==> src/rtl/immgen_pipe_if.sv <==
// Handshake bundle for the registered immediate generator.
// slave is the generator's view, master is the driver/consumer view.
interface immgen_pipe_if #(
  parameter int XLEN  = 32,
  parameter int TAG_W = 5
);
  logic             in_valid;
  logic             in_ready;
  logic [2:0]       imm_sel;
  logic [24:0]      inst;
  logic [TAG_W-1:0] in_tag;
  logic             out_valid;
  logic             out_ready;
  logic [XLEN-1:0]  out_imm;
  logic [TAG_W-1:0] out_tag;
  logic             out_err;

  modport master (
    output in_valid, imm_sel, inst, in_tag, out_ready,
    input  in_ready, out_valid, out_imm, out_tag, out_err
  );

  modport slave (
    input  in_valid, imm_sel, inst, in_tag, out_ready,
    output in_ready, out_valid, out_imm, out_tag, out_err
  );
endinterface

==> src/rtl/immgen_pipe.sv <==
// Registered RISC-V immediate generator with a 2-entry skid buffer.
// Output register plus one skid slot keep decode at full rate under stalls.
module immgen_pipe #(
  parameter int XLEN  = 32,
  parameter int TAG_W = 5
) (
  input  logic          clk,
  input  logic          rst,
  immgen_pipe_if.slave  bus
);

  typedef enum logic [1:0] {
    EMPTY,
    ONE,
    TWO
  } state_t;

  typedef struct packed {
    logic [XLEN-1:0]  imm;
    logic [TAG_W-1:0] tag;
    logic             err;
  } beat_t;

  state_t state_q, state_d;
  beat_t  in_beat, or_q, sk_q;
  logic   acc, drn;
  logic   load_or, load_sk, sk_to_or;

  logic signed [31:0] imm32;
  logic               ill;
  logic [24:0]        i;

  // i[k] holds instruction bit k+7
  always_comb begin
    i     = bus.inst;
    imm32 = '0;
    ill   = 1'b0;
    unique case (bus.imm_sel)
      3'd0: imm32 = {{20{i[24]}}, i[24:13]};
      3'd1: imm32 = {{20{i[24]}}, i[24:18], i[4:0]};
      3'd2: imm32 = {{20{i[24]}}, i[0], i[23:18],
                     i[4:1], 1'b0};
      3'd3: imm32 = {i[24:5], 12'b0};
      3'd4: imm32 = {{12{i[24]}}, i[12:5], i[13],
                     i[23:14], 1'b0};
      3'd5: imm32 = {27'b0, i[12:8]};
      3'd6: imm32 = (XLEN == 64) ? {26'b0, i[18:13]}
                                 : {27'b0, i[17:13]};
      default: ill = 1'b1;
    endcase
  end

  assign in_beat.imm = XLEN'(imm32);
  assign in_beat.tag = bus.in_tag;
  assign in_beat.err = ill;

  assign acc = bus.in_valid & (state_q != TWO);
  assign drn = (state_q != EMPTY) & bus.out_ready;

  always_ff @(posedge clk or posedge rst) begin
    if (rst) state_q <= EMPTY;
    else     state_q <= state_d;
  end

  always_comb begin
    state_d  = state_q;
    load_or  = 1'b0;
    load_sk  = 1'b0;
    sk_to_or = 1'b0;
    unique case (state_q)
      EMPTY: begin
        if (acc) begin
          load_or = 1'b1;
          state_d = ONE;
        end
      end
      ONE: begin
        if (acc && drn) begin
          load_or = 1'b1;
        end else if (acc) begin
          load_sk = 1'b1;
          state_d = TWO;
        end else if (drn) begin
          state_d = EMPTY;
        end
      end
      TWO: begin
        if (drn) begin
          sk_to_or = 1'b1;
          state_d  = ONE;
        end
      end
      default: state_d = EMPTY;
    endcase
  end

  always_ff @(posedge clk or posedge rst) begin
    if (rst) begin
      or_q <= '0;
      sk_q <= '0;
    end else begin
      if (load_or)       or_q <= in_beat;
      else if (sk_to_or) or_q <= sk_q;
      if (load_sk)       sk_q <= in_beat;
    end
  end

  assign bus.in_ready  = (state_q != TWO);
  assign bus.out_valid = (state_q != EMPTY);
  assign bus.out_imm   = or_q.imm;
  assign bus.out_tag   = or_q.tag;
  assign bus.out_err   = or_q.err & bus.out_valid;

endmodule

==> src/flat_wrapper.sv <==
// flat-port wrapper written by rule: the top's interface ports become plain ports
module immgen_pipe_flat 
#(
  parameter int XLEN  = 32,
  parameter int TAG_W = 5
)
  (clk, rst, bus_in_valid, bus_imm_sel, bus_inst, bus_in_tag, bus_out_ready, bus_in_ready, bus_out_valid, bus_out_imm, bus_out_tag, bus_out_err);
  immgen_pipe_if #(.XLEN(XLEN), .TAG_W(TAG_W)) bus_i ();
  input  logic clk;
  input  logic rst;
  input wire logic [$bits(bus_i.in_valid)-1:0] bus_in_valid;
  input wire logic [$bits(bus_i.imm_sel)-1:0] bus_imm_sel;
  input wire logic [$bits(bus_i.inst)-1:0] bus_inst;
  input wire logic [$bits(bus_i.in_tag)-1:0] bus_in_tag;
  input wire logic [$bits(bus_i.out_ready)-1:0] bus_out_ready;
  output wire logic [$bits(bus_i.in_ready)-1:0] bus_in_ready;
  output wire logic [$bits(bus_i.out_valid)-1:0] bus_out_valid;
  output wire logic [$bits(bus_i.out_imm)-1:0] bus_out_imm;
  output wire logic [$bits(bus_i.out_tag)-1:0] bus_out_tag;
  output wire logic [$bits(bus_i.out_err)-1:0] bus_out_err;
  assign bus_i.in_valid = bus_in_valid;
  assign bus_i.imm_sel = bus_imm_sel;
  assign bus_i.inst = bus_inst;
  assign bus_i.in_tag = bus_in_tag;
  assign bus_i.out_ready = bus_out_ready;
  assign bus_in_ready = bus_i.in_ready;
  assign bus_out_valid = bus_i.out_valid;
  assign bus_out_imm = bus_i.out_imm;
  assign bus_out_tag = bus_i.out_tag;
  assign bus_out_err = bus_i.out_err;
  immgen_pipe #(.XLEN(XLEN), .TAG_W(TAG_W)) u_core (.clk(clk), .rst(rst), .bus(bus_i));
endmodule
==> config.mk <==
export PLATFORM = sky130hd
export DESIGN_NAME = immgen_pipe_flat
export DESIGN_NICKNAME = d
export VERILOG_FILES = /design/src/rtl/immgen_pipe_if.sv /design/src/rtl/immgen_pipe.sv /design/src/flat_wrapper.sv
export SDC_FILE = /design/constraint.sdc
export NUM_CORES = 1
export LEC_CHECK = 0
export ABC_AREA = 1
export CAP_MARGIN = 20
export CORE_MARGIN = 2
export CORE_UTILIZATION = 40
export DETAILED_ROUTE_END_ITERATION = 8
export SYNTH_ARGS = -nofsm -noshare
export SYNTH_HDL_FRONTEND = slang
export SYNTH_SLANG_ARGS = --single-unit
==> constraint.sdc <==
create_clock -name clk -period 3.8 [get_ports clk]
set_input_delay 0.95 -clock clk [delete_from_list [all_inputs] [get_ports clk]]
set_output_delay 0.95 -clock clk [all_outputs]
set_load 0.01 [all_outputs]
==> reports/metrics.yaml <==
placed_design:
  globalplace.congestion: 0.845
  hpwl_um: 6770
  numPortBuffers: 76
cells_and_area:
  drive_gt1_share_pct: 6.32
  nets: 618
  areaGrowthSynthToFinish_pct: 18.9
  utilization_pct: 49.1
  diodes: 0
global_routing:
  grt-ovfl-total: 0
  gr-usage-all-layers_pct: 19.0
  grt_pass1_wl_um: 16500
  grt_max_degree: 34
  grt_pass1_vias: 3336
  antenna_found_initial: 0
logic_synthesis:
  yosys.cell_types.count: 21
  netlist_instances: 546
  avgSynthCellArea_um2: 7.43
  synth_fp_nets: 583
  synth_seq_cells: 78
  synth_simple_gate_area_share_pct: 33.2
  synth_compound_gate_area_share_pct: 4.81
  syn_area_mm2: 0.00406
  synth_top_family_by_area: "simple AND/OR/NAND/NOR gates"
  synth_area_leader_cell: "dfrtp_1"
  seq_area_frac_synth_pct: 48.1
  post_synth_main_area_contributors: "dfrtp_1 48%, nand2_1 27%, buf_4 7.2%, inv_1 3.5%, nand3_1 2.6%"
  synth-xor-area-share_pct: 0
  synthMuxAreaShare_pct: 0
  synth_fa_ha_area_share_pct: 0
  synth_warnings: 0
  synth_top_area_share_pct: 48.1
outcome:
  run_status: "complete, no violations"
clock_network:
  cts_resized: 0
  clkTransAtPathRegs_ns: 0.07
  cts_setup_buffers: 0
  clockBufferDepth: 2
  root_buffer: "clkbuf_8"
  insertion_delay_ns: 0.35
  cts.sinks: 78
  cts_made_buffers: 9
  cts_tree: "done"
  hold_buffers: 0
  htree_levels: 3
routing:
  wirelength_um: 9820
  viasPerCell: 4.74
  drt_iter0_markers: 190
  drt-wirelength-per-cell_um: 13.7
  drc: 0
  firstDrtPassIters: 4
  ant_nets: 0
  num_vias: 3401
power:
  switching_power_mw: 0.773
  seq_power_share_pct: 47.2
  pwr_density_cell_mw_per_mm2: 511
  p_leak_nw: 2.50
  power_frac_clock_pct: 24.7
  vdd_drop_max_v: 0.000180
  intPower_mw: 1.69
  combPwrFrac_pct: 28.1
  switching_share_pct: 31.3
sta:
  setup_viol: 0
  tns_ns: 0
  slew_headroom_pct: 62.2
  finalHoldViolCount: 0
  max_slew.worst_pin.slew_ns: 0.566
  slew_violations: 0
  finClkSkew_ns: 0.00805
  fin_crit_sh_pct: 63.7
  min_period_ns: 2.42
  rsz0062_at_grt: "no"
  timing.fmax_mhz: 413
floorplan:
  die_y_um: 105
  core_mm2: 0.00982
  rows: 36
  ioPinCount: 77
  die_w_um: 105
  dieArea_mm2: 0.0110
  start_util_pct: 41.3
critical_path:
  path_max_fanout: 5
  crit_arrival_ns: 1.47
  cp-end-kind: "output pin"
  cp.required_ns: 2.85
  startpoint_type: "register"
  critPathKind: "reg2out"
worst_hold_path:
  min_path_type: "reg2reg"
job:
  maxCapViolations: 0
[layout by cell type (no fill, tap or decap)]
cell type and instances:
o211ai_1 12, nor2_1 9, nand3_2 2, clkinvlp_4 1, nand2_1 292, o31ai_1 1
a21oi_2 1, clkbuf_8 10, clkbuf_1 1, clkdlybuf4s50_1 76, nand2_4 1, buf_4 5
nand3_1 21, nor2_4 1, inv_1 37, o21ai_1 5, clkinv_2 3, o21ai_0 11
nand2_2 2, buf_12 1, o21ai_2 1, bufinv_16 1, inv_2 4, nand4_1 5
nor2_2 4, dfrtp_1 78
[synth_stat cells (all sizes together)]
library cell / instances
nand3: 23
buf: 58
nand2: 295
nor2: 14
o211ai: 12
inv: 42
dfrtp: 78
o31ai: 1
nand4: 5
a21oi: 1
o21ai: 17
[power groups by stage]
stage | logic (mW) | clock network (mW) | registers [mW]
global placement | 0.686 | 0 | 1.17
floorplan | 0.516 | 0 | 1.14
global route | 0.784 | 0.665 | 1.19
CTS | 0.705 | 0.627 | 1.16
finish | 0.694 | 0.610 | 1.16
detailed placement | 0.700 | 0 | 1.18
[critical path: stages, from the launching register on]
cell             delay (ns)
dfrtp_1                0.43
nor2_1                 0.08
nor2_1                 0.08
clkdlybuf4s50_1        0.54
[path summary, 6_finish.rpt]
check / from / end / cells after the start / slack, ns
setup / recovery: u_core.state_q[1] / bus_out_err / 3 / 1.38
hold / removal: u_core.sk_q[20] / u_core.sk_q[20] / 2 / 0.48
setup reg to reg: u_core.state_q[1] / u_core.sk_q[19] / 7 / 2.16
hold reg to reg: u_core.sk_q[20] / u_core.sk_q[20] / 2 / 0.48
max in group asynchronous: rst / u_core.sk_q[24] / 3 / 2.15
min in group asynchronous: rst / u_core.bus.out_tag[1] / 2 / 0.91
[area by class of cell]
class	instances	area (um2)
fillers	1025	4990
flip-flops and latches	78	1950
multi-input cells	368	1540
repair buffers	82	818
well taps	133	166
inverters	42	159
clock buffers	11	141
clock inverters	4	47.5
[flip-flops by register name, indices dropped and copies added, names as in the netlist]
signal / flops
u_core.state_q: 2
u_core.sk_q: 38
u_core.bus.out_imm: 32
u_core.or_q: 1
u_core.bus.out_tag: 5
[logic make-up (layout without fill, tap and decap cells)]
logic type,after synthesis,in the layout
AO/OA/AOI/OAI,31,31
buffers and inverters,100,139
flip-flops,78,78
AND/OR/NAND/NOR,337,337
[through the flow]
stage / hold WS, ns / setup WS, ns / cells / total power, mW / instance area [um2]
6_report: 0.481 / 1.38 / 718 / 2.47 / 4830
5_1_grt: 0.506 / 1.31 / 718 / 2.64 / 4830
4_1_cts: 0.485 / 1.36 / 718 / 2.49 / 4830
3_5_place_dp: 0.465 / 1.18 / 703 / 1.88 / 4640
3_3_place_gp: 0.462 / 1.20 / 703 / 1.86 / 4640
2_1_floorplan: 0.449 / 0.855 / 546 / 1.66 / 4060
[layer usage]
| layer | GRT usage [%] | vias to the layer above | part of all wire (%) |
|---|---|---|---|
| met5 | 0 | - | 0 |
| met4 | 7.24 | 0 | 1.6 |
| met2 | 29.6 | 94 | 46 |
| met3 | 3.18 | 12 | 4.8 |
| met1 | 26.7 | 1592 | 48 |
| li1 | - | 1703 | - |
Note: power is estimated with default switching activity, not from simulation.
